===== config.mk =====
export PLATFORM = sky130hd
export DESIGN_NAME = gray_mean_threshold
export DESIGN_NICKNAME = d
export VERILOG_FILES = /design/src/rtl/gray_mean_threshold.sv
export SDC_FILE = /design/constraint.sdc
export NUM_CORES = 1
export LEC_CHECK = 0
export BUFFER_PORTS_ARGS = -buffer_cell sky130_fd_sc_hd__buf_2
export CORE_UTILIZATION = 66
export DETAILED_ROUTE_END_ITERATION = 6
export GPL_ROUTABILITY_DRIVEN = 0
export PLACE_DENSITY = 0.86
export SYNTH_ARGS = -nofsm -noshare
export SYNTH_HDL_FRONTEND = slang
export SYNTH_SLANG_ARGS = --single-unit

===== constraint.sdc =====
create_clock -name clk -period 7.21 [get_ports clk]
set_clock_uncertainty 0.1 [all_clocks]
set_input_delay 1.442 -clock clk [delete_from_list [all_inputs] [get_ports clk]]
set_output_delay 1.442 -clock clk [all_outputs]
set_load 0.01 [all_outputs]

===== src/rtl/gray_mean_threshold.sv =====
// Global binarization threshold: floor of the mean gray level read from the BMP RAM.
// Accumulates one byte per pixel, then runs a restoring divide by the constant pixel count.
module gray_mean_threshold #(
  parameter int BYTE_WIDTH      = 8,
  parameter int ADDR_WIDTH      = 20,
  parameter int HEADER_SIZE     = 54,
  parameter int BYTES_PER_PIXEL = 3,
  parameter int PIXEL_COUNT     = 262144
) (
  input  logic                  clk,
  input  logic                  rst,
  input  logic                  start,
  input  logic [BYTE_WIDTH-1:0] RAM_out,
  output logic                  RAM_ren,
  output logic                  RAM_wen,
  output logic [ADDR_WIDTH-1:0] RAM_addr,
  output logic [BYTE_WIDTH-1:0] threshold,
  output logic                  done
);

  // state | meaning
  // IDLE  | waiting for start from the gray stage
  // READ  | one RAM read per cycle, idx = 0..N-1
  // DRAIN | absorb the last read byte, load the divider
  // DIV   | restoring divide, one quotient bit per cycle
  // DONE  | threshold valid, held until rst

  localparam int SUM_WIDTH = BYTE_WIDTH + $clog2(PIXEL_COUNT);
  localparam int REM_WIDTH = $clog2(PIXEL_COUNT) + 2;
  localparam int IDX_WIDTH = $clog2(PIXEL_COUNT) + 1;
  localparam int CNT_WIDTH = $clog2(SUM_WIDTH + 1);

  localparam logic [IDX_WIDTH-1:0] IDX_LAST = IDX_WIDTH'(PIXEL_COUNT - 1);
  localparam logic [REM_WIDTH-1:0] N_REM    = REM_WIDTH'(PIXEL_COUNT);

  typedef enum logic [2:0] {IDLE, READ, DRAIN, DIV, DONE} state_t;
  state_t state, state_nxt;

  logic [IDX_WIDTH-1:0] idx;
  logic                 rd_vld;
  logic [SUM_WIDTH-1:0] sum, sum_nxt;
  logic [SUM_WIDTH-1:0] dividend, quotient;
  logic [REM_WIDTH-1:0] rem, rem_shift;
  logic                 rem_ge;
  logic [CNT_WIDTH-1:0] cnt;
  logic                 unused_bits;

  always_ff @(posedge clk) begin
    if (rst) state <= IDLE;
    else     state <= state_nxt;
  end

  always_comb begin
    state_nxt = state;
    case (state)
      IDLE:    if (start) state_nxt = READ;
      READ:    if (idx == IDX_LAST) state_nxt = DRAIN;
      DRAIN:   state_nxt = DIV;
      DIV:     if (cnt == '0) state_nxt = DONE;
      DONE:    state_nxt = DONE;
      default: state_nxt = IDLE;
    endcase
  end

  // The remainder entering a step is < N, so the shifted value is < 2N and fits REM_WIDTH.
  always_comb begin
    sum_nxt   = rd_vld ? sum + SUM_WIDTH'(RAM_out) : sum;
    rem_shift = {rem[REM_WIDTH-2:0], dividend[SUM_WIDTH-1]};
    rem_ge    = (rem_shift >= N_REM);
  end

  always_ff @(posedge clk) begin
    if (rst) begin
      idx      <= '0;
      rd_vld   <= 1'b0;
      sum      <= '0;
      dividend <= '0;
      quotient <= '0;
      rem      <= '0;
      cnt      <= '0;
    end else begin
      rd_vld <= (state == READ);
      sum    <= sum_nxt;
      case (state)
        IDLE: begin
          if (start) begin
            sum <= '0;
            idx <= '0;
          end
        end
        READ: idx <= idx + 1'b1;
        DRAIN: begin
          dividend <= sum_nxt;
          rem      <= '0;
          quotient <= '0;
          cnt      <= CNT_WIDTH'(SUM_WIDTH - 1);
        end
        DIV: begin
          dividend <= dividend << 1;
          rem      <= rem_ge ? rem_shift - N_REM : rem_shift;
          quotient <= {quotient[SUM_WIDTH-2:0], rem_ge};
          cnt      <= cnt - 1'b1;
        end
        default: ;
      endcase
    end
  end

  always_comb begin
    RAM_ren   = (state == READ);
    RAM_wen   = 1'b0;
    RAM_addr  = (state == READ)
              ? ADDR_WIDTH'(HEADER_SIZE) + ADDR_WIDTH'(BYTES_PER_PIXEL) * ADDR_WIDTH'(idx)
              : '0;
    done      = (state == DONE);
    threshold = (state == DONE) ? quotient[BYTE_WIDTH-1:0] : '0;
  end

  // Upper quotient bits and the remainder MSB are zero by construction at DONE.
  assign unused_bits = ^{quotient, rem[REM_WIDTH-1]};

endmodule


### Word level (Yosys, flattened, before mapping)

Cells that the tools add are included.

| storage, ports and cells | value |
|---|---|
| flip-flop bits (word level) | 107 |
| input bits | 11 |
| output and inout bits | 31 |
| logic and storage cells | 45 |

| cells by class | value |
|---|---|
| add/subtract/negate cells | 5 |
| multiply operators | 1 |
| $lt $le $gt $ge | 1 |
| equal/unequal tests | 8 |
| mux-type cells | 16 |
| reductions and logical operators | 6 |

Operator list:

| operator | number |
|---|---|
| 2-to-1 mux 26 bit | 3 |
| case mux 19 bit (2 select lines) | 2 |
| case mux 26 bit (2 select lines) | 1 |
| 2-to-1 mux 19 bit | 2 |
| adder 26 x 8 -> 26 bit | 1 |
| adder 6 x 20 -> 20 bit (first input constant) | 1 |
| >= comparator 20 x 19 -> 1 bit (second input constant) | 1 |
| multiplier 2 x 19 -> 20 bit (first input constant) | 1 |
| 2-to-1 mux 20 bit | 1 |
| adder 19 x 1 -> 19 bit (second input constant) | 1 |
| == test 19 x 18 -> 1 bit (second input constant) | 1 |
| subtractor 19 bit (second input constant) | 1 |
| case mux 8 bit (2 select lines) | 1 |
| case mux 3 bit (5 select lines) | 1 |
| case mux 5 bit (2 select lines) | 1 |
| 2-to-1 mux 3 bit | 3 |
| 2-to-1 mux 8 bit | 1 |
| == test 3 x 2 -> 1 bit (second input constant) | 2 |
| logical NOT 5 bit | 1 |
| subtractor 5 x 1 -> 5 bit (second input constant) | 1 |
| inequality test 2 bit (second input constant) | 2 |
| nonzero test 2 bit | 2 |
| == test 3 x 1 -> 1 bit (second input constant) | 1 |
| == test 3 bit (second input constant) | 1 |
| 4 further kinds | 4 |

### Longest topological paths before layout

Gate-level depths: netlist of run 1.

| logic depth | value |
|---|---|
| depth after elaboration | 4 |
| mapped depth | 12 |
| mapped depth without buffers | 12 |

### Worst setup path before layout of run 1

OpenSTA, ideal clock, no wires.

| path | value |
|---|---|
| kind | flip-flop to output port |
| start | register idx[1] |
| end | output port RAM_addr[12] |
| arrival time | 2.424 ns |
| data required time | 5.668 ns |
| setup slack | 3.244 ns |
| stages on the path, launching flop included | 13 |
| buffers on the path | 0 |
| path through | dfxtp_1 -> inv_1 -> ha_1 -> inv_1 -> ha_1 -> inv_1 -> fa_1 -> nor2b_1 -> o31a_1 -> o31a_1 -> nor4b_1 -> or3_1 -> a21oi_1 |

| between the ends | value |
|---|---|
| word-level cells in the longest chain between the ends | 3 |

Ends and longest elaborated chain:

| what | line | RTL |
|---|---|---|
| start, declared | 39 | `logic [IDX_WIDTH-1:0] idx;` |
| start signal, assigned | 91 | `READ: idx <= idx + 1'b1;` |
| multiplier 2 x 19 -> 20 bit | 113 | `? ADDR_WIDTH'(HEADER_SIZE) + ADDR_WIDTH'(BYTES_PER_PIXEL) * ADDR_WIDTH'(idx)` |
| adder 6 x 20 -> 20 bit | 113 |  |
| 2-to-1 mux 20 bit | 113 |  |
| end, declared | 16 | `output logic [ADDR_WIDTH-1:0] RAM_addr,` |

No other way between the ends.

### Worst setup path after layout of run 1

Ends and elaborated chain as after synthesis.

==> results of run 1 <==
through the flow:
step	utilization, %	hold WS, ps	std cells	setup WS, ps
2_1_floorplan	-	327	749	3240
3_3_place_gp	71.2	336	859	3070
3_5_place_dp	71.2	344	859	2960
4_1_cts	73.3	359	875	2520
5_1_grt	73.3	379	875	2330
6_report	73.3	358	875	2500
power by group:
part,internal (mW),switching [mW]
Clock,0.140,0.209
Sequential,0.593,0.00339
Combinational,0.0228,0.0494
logic make-up after synthesis:
family	after synthesis	synth area share, %
AND/OR/NAND/NOR	289	22.9
buffers and inverters	69	4.37
AO/OA/AOI/OAI	190	20.1
other	1	0.0618
adder cells (fa/ha/maj)	51	10.8
XOR/XNOR	29	4.19
flip-flops	107	35.3
multiplexers	13	2.27
flip-flops by register name (all words and copies together) (netlist names):
name and count:
dividend 26, sum 26, idx 19, rem 19
quotient 8, cnt 5, state 3, rd_vld 1
cells in the final DEF (no fill, tap or decap), types with 6 or more instances in the layout:
cell	synthesis	routed
nand2_1	70	70
o21ai_0	21	21
dfxtp_1	107	106
and2_1	11	11
nand3_1	52	52
nor2_1	76	76
nand2b_1	7	6
mux2i_1	7	7
a21oi_1	74	74
o21ai_1	9	9
clkbuf_8	0	10
a211oi_1	15	15
ha_1	49	49
and3_1	24	24
xor2_1	13	13
a31oi_1	6	6
nor3_1	12	12
inv_1	28	28
or3_1	9	9
xnor2_1	16	16
buf_2	2	40
o22ai_1	16	16
o21a_1	13	13
layer usage:
metal | global-route usage (%) | vias to the layer above | routed length (microns)
li1 | - | 2677 | -
met1 | 34.1 | 2551 | 5800
met2 | 50.2 | 91 | 6330
met3 | 3.72 | 18 | 329
met4 | 8.86 | 0 | 141
met5 | 0 | - | 0
worst register-to-register path, delay by kind of cell (launching register included):
family	cells	cell delay, ps
AO/OA/AOI/OAI	1	460
buffers and inverters	2	840
flip-flops	1	340
AND/OR/NAND/NOR	2	1410
path summary, 6_finish.rpt:
kind         startpoint           end  depth (start not counted)
max reg2reg    state[0]        sum[9]                          5
min             rem[10]       rem[10]                          2
max              idx[1]  RAM_addr[12]                         13
min reg2reg     rem[10]       rem[10]                          2
area by class of cell:
type	instances	area share, %
flip-flops and latches	107	33.2
multi-input cells	573	56.8
clock inverters	5	0.717
well taps	108	2.09
repair buffers	42	3.33
clock buffers	11	2.19
inverters	29	1.69
==> impl_metrics.json, run 1 <==
{
  "vias_per_cell": 6.10,
  "dieArea_sq_um": 9580,
  "grt_pass1_wl_microns": 22300,
  "ys_ff_latch": 107,
  "synth_common_cells": "107 x dfxtp_1, 76 x nor2_1, 74 x a21oi_1",
  "hold_viol_final": 0,
  "die_h_microns": 97.9,
  "area.growth.synth_to_final_pct": 6.48,
  "synthDominantCellAreaShare_pct": 35.3,
  "p_per_area_nw_per_um2": 158,
  "cp.arrival_ps": 3160,
  "critPathMaxFanout": 4,
  "yosysMostFrequentCell": "dfxtp_1",
  "syn_area_sq_um": 6060,
  "grt_max_degree": 85,
  "overflow": 0,
  "routed_wl_microns": 12600,
  "grt_pass1_vias": 5192,
  "finalCritPeriodShare_pct": 65.3,
  "violations": "DRC",
  "rows": 34,
  "via_count": 5337,
  "ys_async_sr_fraction_pct": 0,
  "n_antenna_cell": 0,
  "post-dp-hpwl_microns": 8640,
  "clk_path_buf_depth": 2,
  "power.total_mw": 1.02,
  "yosysUniqueCellTypes": 60,
  "multi_input_area_sq_um": 3670,
  "area.sequential_sq_um": 2140,
  "hold_buffers": 0,
  "syn_area_per_cell_sq_um": 8.10,
  "cts_sinks": 107,
  "synth-seq-area-share_pct": 35.3,
  "cts_resized": 0,
  "crit_type": "reg2out",
  "cts-root-buf": "clkbuf_8",
  "end_kind": "output port",
  "ff2ff_setup_slack_ps": 4020,
  "outcome": "finished, violations left",
  "critPathMaxStageDelay_ps": 400,
  "critPathBufInv": 4,
  "path_cells": "inv_1 -> ha_1 -> inv_1 -> ha_1 -> inv_1 -> fa_1 -> nor2b_1 -> o31a_1 -> o31a_1 -> nor4b_1 -> or3_1 -> a21oi_1 -> buf_2",
  "crit_required_ps": 5670,
  "cpMaxStageDelayCell": "dfxtp_1",
  "fin_nets": 824,
  "max-cap-violations": 0,
  "cts_tree": "done",
  "wl_per_cell_microns": 14.4,
  "worst_slew_pin_slew_ps": 1200,
  "coreArea_sq_um": 8810,
  "htree_levels": 3,
  "fill_cells": 710,
  "max-vdd-ir-drop_v": 0.000120,
  "yosysTopAreaCell": "dfxtp_1",
  "slew_headroom_pct": 19.9,
  "drc": 10,
  "ant_nets": 0,
  "syn_inst": 749,
  "finalCriticalPeriod_ps": 4710,
  "maxSlewViolCount": 0,
  "holdCritPathClass": "reg2reg",
  "stdcell_area_sq_um": 6460,
  "ios": 42,
  "antenna_found_initial": 0,
  "track_usage_pct": 27.8,
  "start_kind": "register",
  "fp.dieW_microns": 97.9,
  "drtPass1Iterations": 7,
  "clkSlewWorstSetupHoldPaths_ps": 100,
  "synth.area.top_cells": "dfxtp_1 35%, ha_1 10%, a21oi_1 6.1%, nor2_1 4.7%, nand2_1 4.3%",
  "cts_setup_buffers": 0,
  "synth_warnings": 0,
  "cts_buffers": 9,
  "layout-drive-gt1-share_pct": 9.26,
  "leakage_nw": 2.56,
  "tns_ps": 0,
  "postPlaceCellArea_sq_um": 6270,
  "ys.flop_type": "dfxtp_1",
  "cp_top_family": "adder cells",
  "rsz0062_at_grt": "false",
  "clk_latency_ps": 380,
  "max_freq_ghz": 0.213,
  "cpMostUsedCell": "inv_1",
  "synth_fp_nets": 811,
  "io_buffers": 40,
  "synth_edf_count": 0,
  "drt_iter0_drc": 269,
  "start_util_pct": 68.9,
  "setup_viol_count_final": 0
}
No activity file was read; power rests on OpenSTA's default activity.
==> inputs of run 2 (changes only) <==
Settings changed: ABC_AREA from default to 1, CORE_UTILIZATION 66 to 55, PLACE_DENSITY 0.86 to 0.76.
Clock period 7.21 ns to 4.3 ns, I/O delays scaled along.
==> impl_metrics.json, run 2 <==
{
  "outcome": "complete, no violations",
  "drc": 0,
  "via_count": 6037,
  "cpMaxStageDelayCell": "dfxtp_1",
  "critPathMaxFanout": 5,
  "yosysMostFrequentCell": "nand2_1",
  "critPathMaxStageDelay_ps": 390,
  "drtPass1Iterations": 4,
  "combinationalPowerShare_pct": 6.5,
  "yosysTopAreaCell": "dfxtp_1",
  "critPathBufInv": 5,
  "cp.arrival_ps": 2970,
  "cts_buffers": 9,
  "leakage_nw": 3.11,
  "synth-seq-area-share_pct": 33.2,
  "yosysUniqueCellTypes": 44,
  "n_antenna_cell": 0,
  "post-dp-hpwl_microns": 9910,
  "p_per_area_nw_per_um2": 296,
  "crit_start": "idx[1]",
  "crit_type": "reg2out",
  "setup_viol_count_final": 0,
  "synth_common_cells": "240 x nand2_1, 140 x inv_1, 107 x dfxtp_1",
  "vias_per_cell": 5.25,
  "maxSlewViolCount": 0,
  "clk_latency_ps": 350,
  "layout-drive-gt1-share_pct": 8.25,
  "holdCritPathClass": "reg2reg",
  "power.total_mw": 2.09,
  "dieArea_sq_um": 12200,
  "syn_area_sq_um": 6460,
  "final_common_cell": "nand2_1",
  "syn_area_per_cell_sq_um": 6.61,
  "stdcell_area_sq_um": 7080,
  "clkSlewWorstSetupHoldPaths_ps": 70,
  "cts_resized": 0,
  "ys_ff_latch": 107,
  "max-vdd-ir-drop_v": 0.000345,
  "io_buffers": 40,
  "layout_common_cells": "240 x nand2_1, 140 x inv_1, 107 x dfxtp_1",
  "regToRegEndpoint": "dividend[10]",
  "start_kind": "register",
  "internal_power_mw": 1.62,
  "ios": 42,
  "track_usage_pct": 24.9,
  "ff2ff_setup_slack_ps": 1720,
  "finalCriticalPeriod_ps": 3930,
  "pwr-share-clk_pct": 45.7,
  "wl_per_cell_microns": 12.2,
  "synthMuxAreaShare_pct": 0,
  "crit_required_ps": 3340,
  "clk_path_buf_depth": 2,
  "tns_ps": 0,
  "max_freq_ghz": 0.255,
  "r2r-start": "sum[0]",
  "cts_setup_buffers": 0,
  "path_cells": "inv_1 -> ha_1 -> inv_1 -> ha_1 -> inv_1 -> fa_1 -> inv_1 -> nand2_1 -> a21oi_1 -> nand2_1 -> nand2_1 -> nand4_1 -> nand3b_1 -> nand2_1 -> a21oi_1 -> buf_2",
  "cts_sinks": 107,
  "p_switching_mw": 0.468,
  "antenna_found_initial": 0,
  "cts_tree": "done",
  "syn_inst": 976,
  "coreArea_sq_um": 11400,
  "grt_pass1_vias": 5505,
  "max-cap-violations": 0,
  "hold_viol_final": 0,
  "yosys.area_share.simple_pct": 29.1,
  "synth_fa_ha_area_share_pct": 10.1,
  "ys.flop_type": "dfxtp_1",
  "cp_top_family": "adder cells",
  "grt_pass1_wl_microns": 24100,
  "finalCritPeriodShare_pct": 91.3,
  "synth_top_family_by_area": "simple AND/OR/NAND/NOR gates",
  "synth_compound_area_share_pct": 15.6,
  "worstSetupEndpoint": "RAM_addr[14]",
  "rows": 39,
  "hold_buffers": 0,
  "critical_path_cell_count": 16,
  "overflow": 0,
  "rsz0062_at_grt": "false",
  "start_util_pct": 56.5,
  "fill_cells": 1104,
  "die_h_microns": 110,
  "synth_edf_count": 0,
  "htree_levels": 3,
  "area.growth.synth_to_final_pct": 9.61,
  "fp.dieW_microns": 110,
  "grt_max_degree": 56,
  "cts-root-buf": "clkbuf_16",
  "synth_warnings": 0,
  "slew_headroom_pct": 59.4,
  "fin_nets": 1063,
  "swShare_pct": 22.4,
  "synth_xor_area_share_pct": 0.814,
  "worstRegToRegCells": 12,
  "synth_fp_nets": 1038,
  "ant_nets": 0,
  "ys_async_sr_fraction_pct": 0,
  "power_frac_seq_pct": 47.8,
  "worst_slew_pin_slew_ps": 608,
  "routed_wl_microns": 14000,
  "reg.largest.list": "dividend (26), sum (26)",
  "postPlaceCellArea_sq_um": 6730,
  "end_kind": "output port",
  "drt_iter0_drc": 366,
  "synth.area.top_cells": "dfxtp_1 33%, nand2_1 14%, ha_1 9.5%, inv_1 8.1%, a21oi_1 7.8%",
  "synthDominantCellAreaShare_pct": 33.2
}
-- run 2: final cells by class --
type                       count  area [sq um]  share of cell area [%]
clock buffer                  10           239                    3.38
inverter                     149           559                    7.90
multi-input combinational    687          3590                    50.8
timing repair buffer          47           253                    3.57
tap                          143           179                    2.53
sequential                   107          2140                    30.3
clock inverter                 6           113                    1.59
-- run 2: through the flow --
step | cells | hold slack [ps] | setup WS, ps | util (%)
floorplan | 976 | 321 | 1070 | -
global placement | 1133 | 346 | 841 | 58.9
detailed placement | 1133 | 341 | 754 | 58.9
CTS | 1149 | 359 | 358 | 62.0
global route | 1149 | 375 | 102 | 62.0
finish | 1149 | 362 | 374 | 62.0
-- run 2: worst reg2reg max path: stages (launching register included) --
cell,delay [ps]
dfxtp_1,330
ha_1,190
inv_1,70
fa_1,400
inv_1,70
nand3_1,60
nand2_1,160
nand2_1,80
nand2_1,410
nand2_1,170
o21ai_0,240
nand3_1,100
a21oi_1,120
-- run 2: power groups by stage --
stage               Combinational, mW  Clock, mW  Sequential [mW]
floorplan                      0.0980          0             1.02
global placement                0.133          0             1.02
detailed placement              0.134          0             1.02
CTS                             0.135      0.972             1.00
global route                    0.154       1.01             1.00
finish                          0.135      0.956             1.00
-- run 2: logic make-up after synthesis --
kind of cell,after synthesis
simple gates,444
compound gates,185
buf+inv,182
flops,107
fa+ha+maj,51
xor+xnor,6
other cells,1
-- run 2: metal layers --
metal | track usage [%] | share of wire, %
met1 | 29.9 | 47
met5 | 0 | 0
met3 | 5.11 | 3.3
met2 | 44.7 | 48
met4 | 6.77 | 1.3
-- run 2: how the worst min path moves through the flow --
stage / from / endpoint / slack (ps) / cells past startpoint
6_report: rem[3] / rem[3] / 360 / 2
5_1_grt: rem[17] / rem[18] / 380 / 1
4_1_cts: rem[17] / rem[18] / 360 / 1
3_5_place_dp: rem[17] / rem[18] / 340 / 1
3_3_place_gp: rem[17] / rem[18] / 350 / 1
2_1_floorplan: rem[17] / rem[18] / 320 / 1
==> inputs of run 3 (changes only) <==
Clock period 4.3 ns to 3.6 ns, I/O delays scaled along.
==> impl_metrics.json, run 3 (same netlist as run 2, synthesis figures left out) <==
{
  "layout-drive-gt1-share_pct": 9.30,
  "finalCriticalPeriod_ps": 3440,
  "cp_top_family": "adder cells",
  "rows": 39,
  "cp.arrival_ps": 2620,
  "worstRegToRegCells": 11,
  "vias_per_cell": 5.27,
  "clkSlewWorstSetupHoldPaths_ps": 70,
  "cts_tree": "done",
  "rsz0062_at_grt": "true",
  "final_util_pct": 62.0,
  "worst_slew_pin_slew_ps": 599,
  "clk_latency_ps": 350,
  "critPathBufInv": 5,
  "finalCritPeriodShare_pct": 95.6,
  "grt_pass1_wl_microns": 23800,
  "setup_viol_count_final": 0,
  "holdCritPathClass": "reg2reg",
  "final_common_cell": "nand2_1",
  "ant_nets": 0,
  "drt_iter0_drc": 410,
  "leakage_nw": 3.10,
  "regToRegEndpoint": "dividend[1]",
  "critPathMaxFanout": 5,
  "critPathMaxStageDelay_ps": 330,
  "ff2ff_setup_slack_ps": 1170,
  "worstSetupEndpoint": "RAM_addr[14]",
  "antenna_found_initial": 0,
  "crit_type": "reg2out",
  "use_met2_pct": 41.3,
  "grt_pass1_vias": 5422,
  "fp.dieW_microns": 110,
  "cpMaxStageDelayCell": "dfxtp_2",
  "cts_sinks": 107,
  "slew_headroom_pct": 60.1,
  "via_count": 6085,
  "io_buffers": 40,
  "clk_path_buf_depth": 2,
  "worstHoldPathCells": 1,
  "r2r-start": "state[0]",
  "n_antenna_cell": 0,
  "p_per_area_nw_per_um2": 328,
  "maxSlewViolCount": 0,
  "routed_wl_microns": 14000,
  "drc": 0,
  "dieArea_sq_um": 12200,
  "outcome": "complete, no violations",
  "area.growth.synth_to_final_pct": 9.73,
  "min-delay-start": "rem[17]",
  "hold_viol_final": 0,
  "max_freq_ghz": 0.291,
  "crit_start": "idx[2]",
  "cpMostUsedCell": "inv_1",
  "grt_use_met1_pct": 31.7,
  "die_h_microns": 110,
  "drtPass1Iterations": 5,
  "post-dp-hpwl_microns": 9850,
  "start_util_pct": 56.5,
  "overflow": 0,
  "busiest_layer": "met2",
  "layout_common_cells": "238 x nand2_1, 139 x inv_1, 105 x dfxtp_1",
  "start_kind": "register",
  "met3_usage_pct": 2.76,
  "crit_required_ps": 2780,
  "end_kind": "output port",
  "cts-root-buf": "clkbuf_16",
  "max-vdd-ir-drop_v": 0.000221,
  "fill_cells": 1073,
  "fin_nets": 1069,
  "htree_levels": 3,
  "wl_per_cell_microns": 12.1,
  "path_cells": "inv_1 -> ha_1 -> inv_1 -> ha_2 -> inv_1 -> fa_2 -> inv_2 -> nand2_4 -> a21oi_4 -> nand2_1 -> nand2_2 -> nand4_1 -> nand3b_1 -> nand2_1 -> a21oi_1 -> buf_2",
  "coreArea_sq_um": 11400,
  "ios": 42,
  "critical_path_cell_count": 16,
  "grt_max_degree": 56,
  "track_usage_pct": 24.6,
  "cts_buffers": 9,
  "tns_ps": 0,
  "max-cap-violations": 0,
  "reg.largest.list": "dividend (26), sum (26)"
}
run 3: layout make-up:
class	instances	area [sq um]	share of cell area, %
timing repair buffer	53	298	4.20
multi-input combinational	687	3620	51.1
inverter	149	559	7.89
clock buffer	11	233	3.29
tap	143	179	2.53
sequential	107	2140	30.3
clock inverter	4	52.6	0.742
run 3: per-layer routing:
metal | vias to the layer above | share of wire (%) | routed length, microns
met4 | 0 | 2.4 | 339
met3 | 28 | 3.9 | 542
met5 | - | 0 | 0
met2 | 136 | 47 | 6550
met1 | 2706 | 47 | 6570
li1 | 3215 | - | -
run 3: per-stage QoR:
stage	hold slack [ps]	power, mW	instance area (sq um)	std cells	setup WS [ps]
after floorplan	321	1.34	6460	976	510
after global placement	342	1.38	6730	1134	290
after detailed placement	352	1.38	6730	1134	206
after CTS	363	2.34	7040	1151	5.23
after global routing	384	2.41	7080	1154	-25.8
final	358	2.32	7080	1154	158
run 3: worst min-delay path by stage:
stage	to	slack, ps
3_5_place_dp	rem[0]	350
5_1_grt	rem[9]	380
2_1_floorplan	rem[18]	320
6_report	rem[18]	360
3_3_place_gp	rem[18]	340
4_1_cts	rem[0]	360
run 3: repair_timing:
item / in CTS / in global routing
buffers inserted: 2 / 3
setup endpoints to repair: 5 / 7
gates resized for setup: 5 / 6
pin swaps: 2 / 6
hold buffers: 0 / 0
run 3: where the power goes:
group | internal, mW | total [mW] | switching (mW)
Combinational | 0.0545 | 0.169 | 0.114
Clock | 0.536 | 0.960 | 0.424
Sequential | 1.19 | 1.19 | 0.00434
Total | 1.78 | 2.32 | 0.543
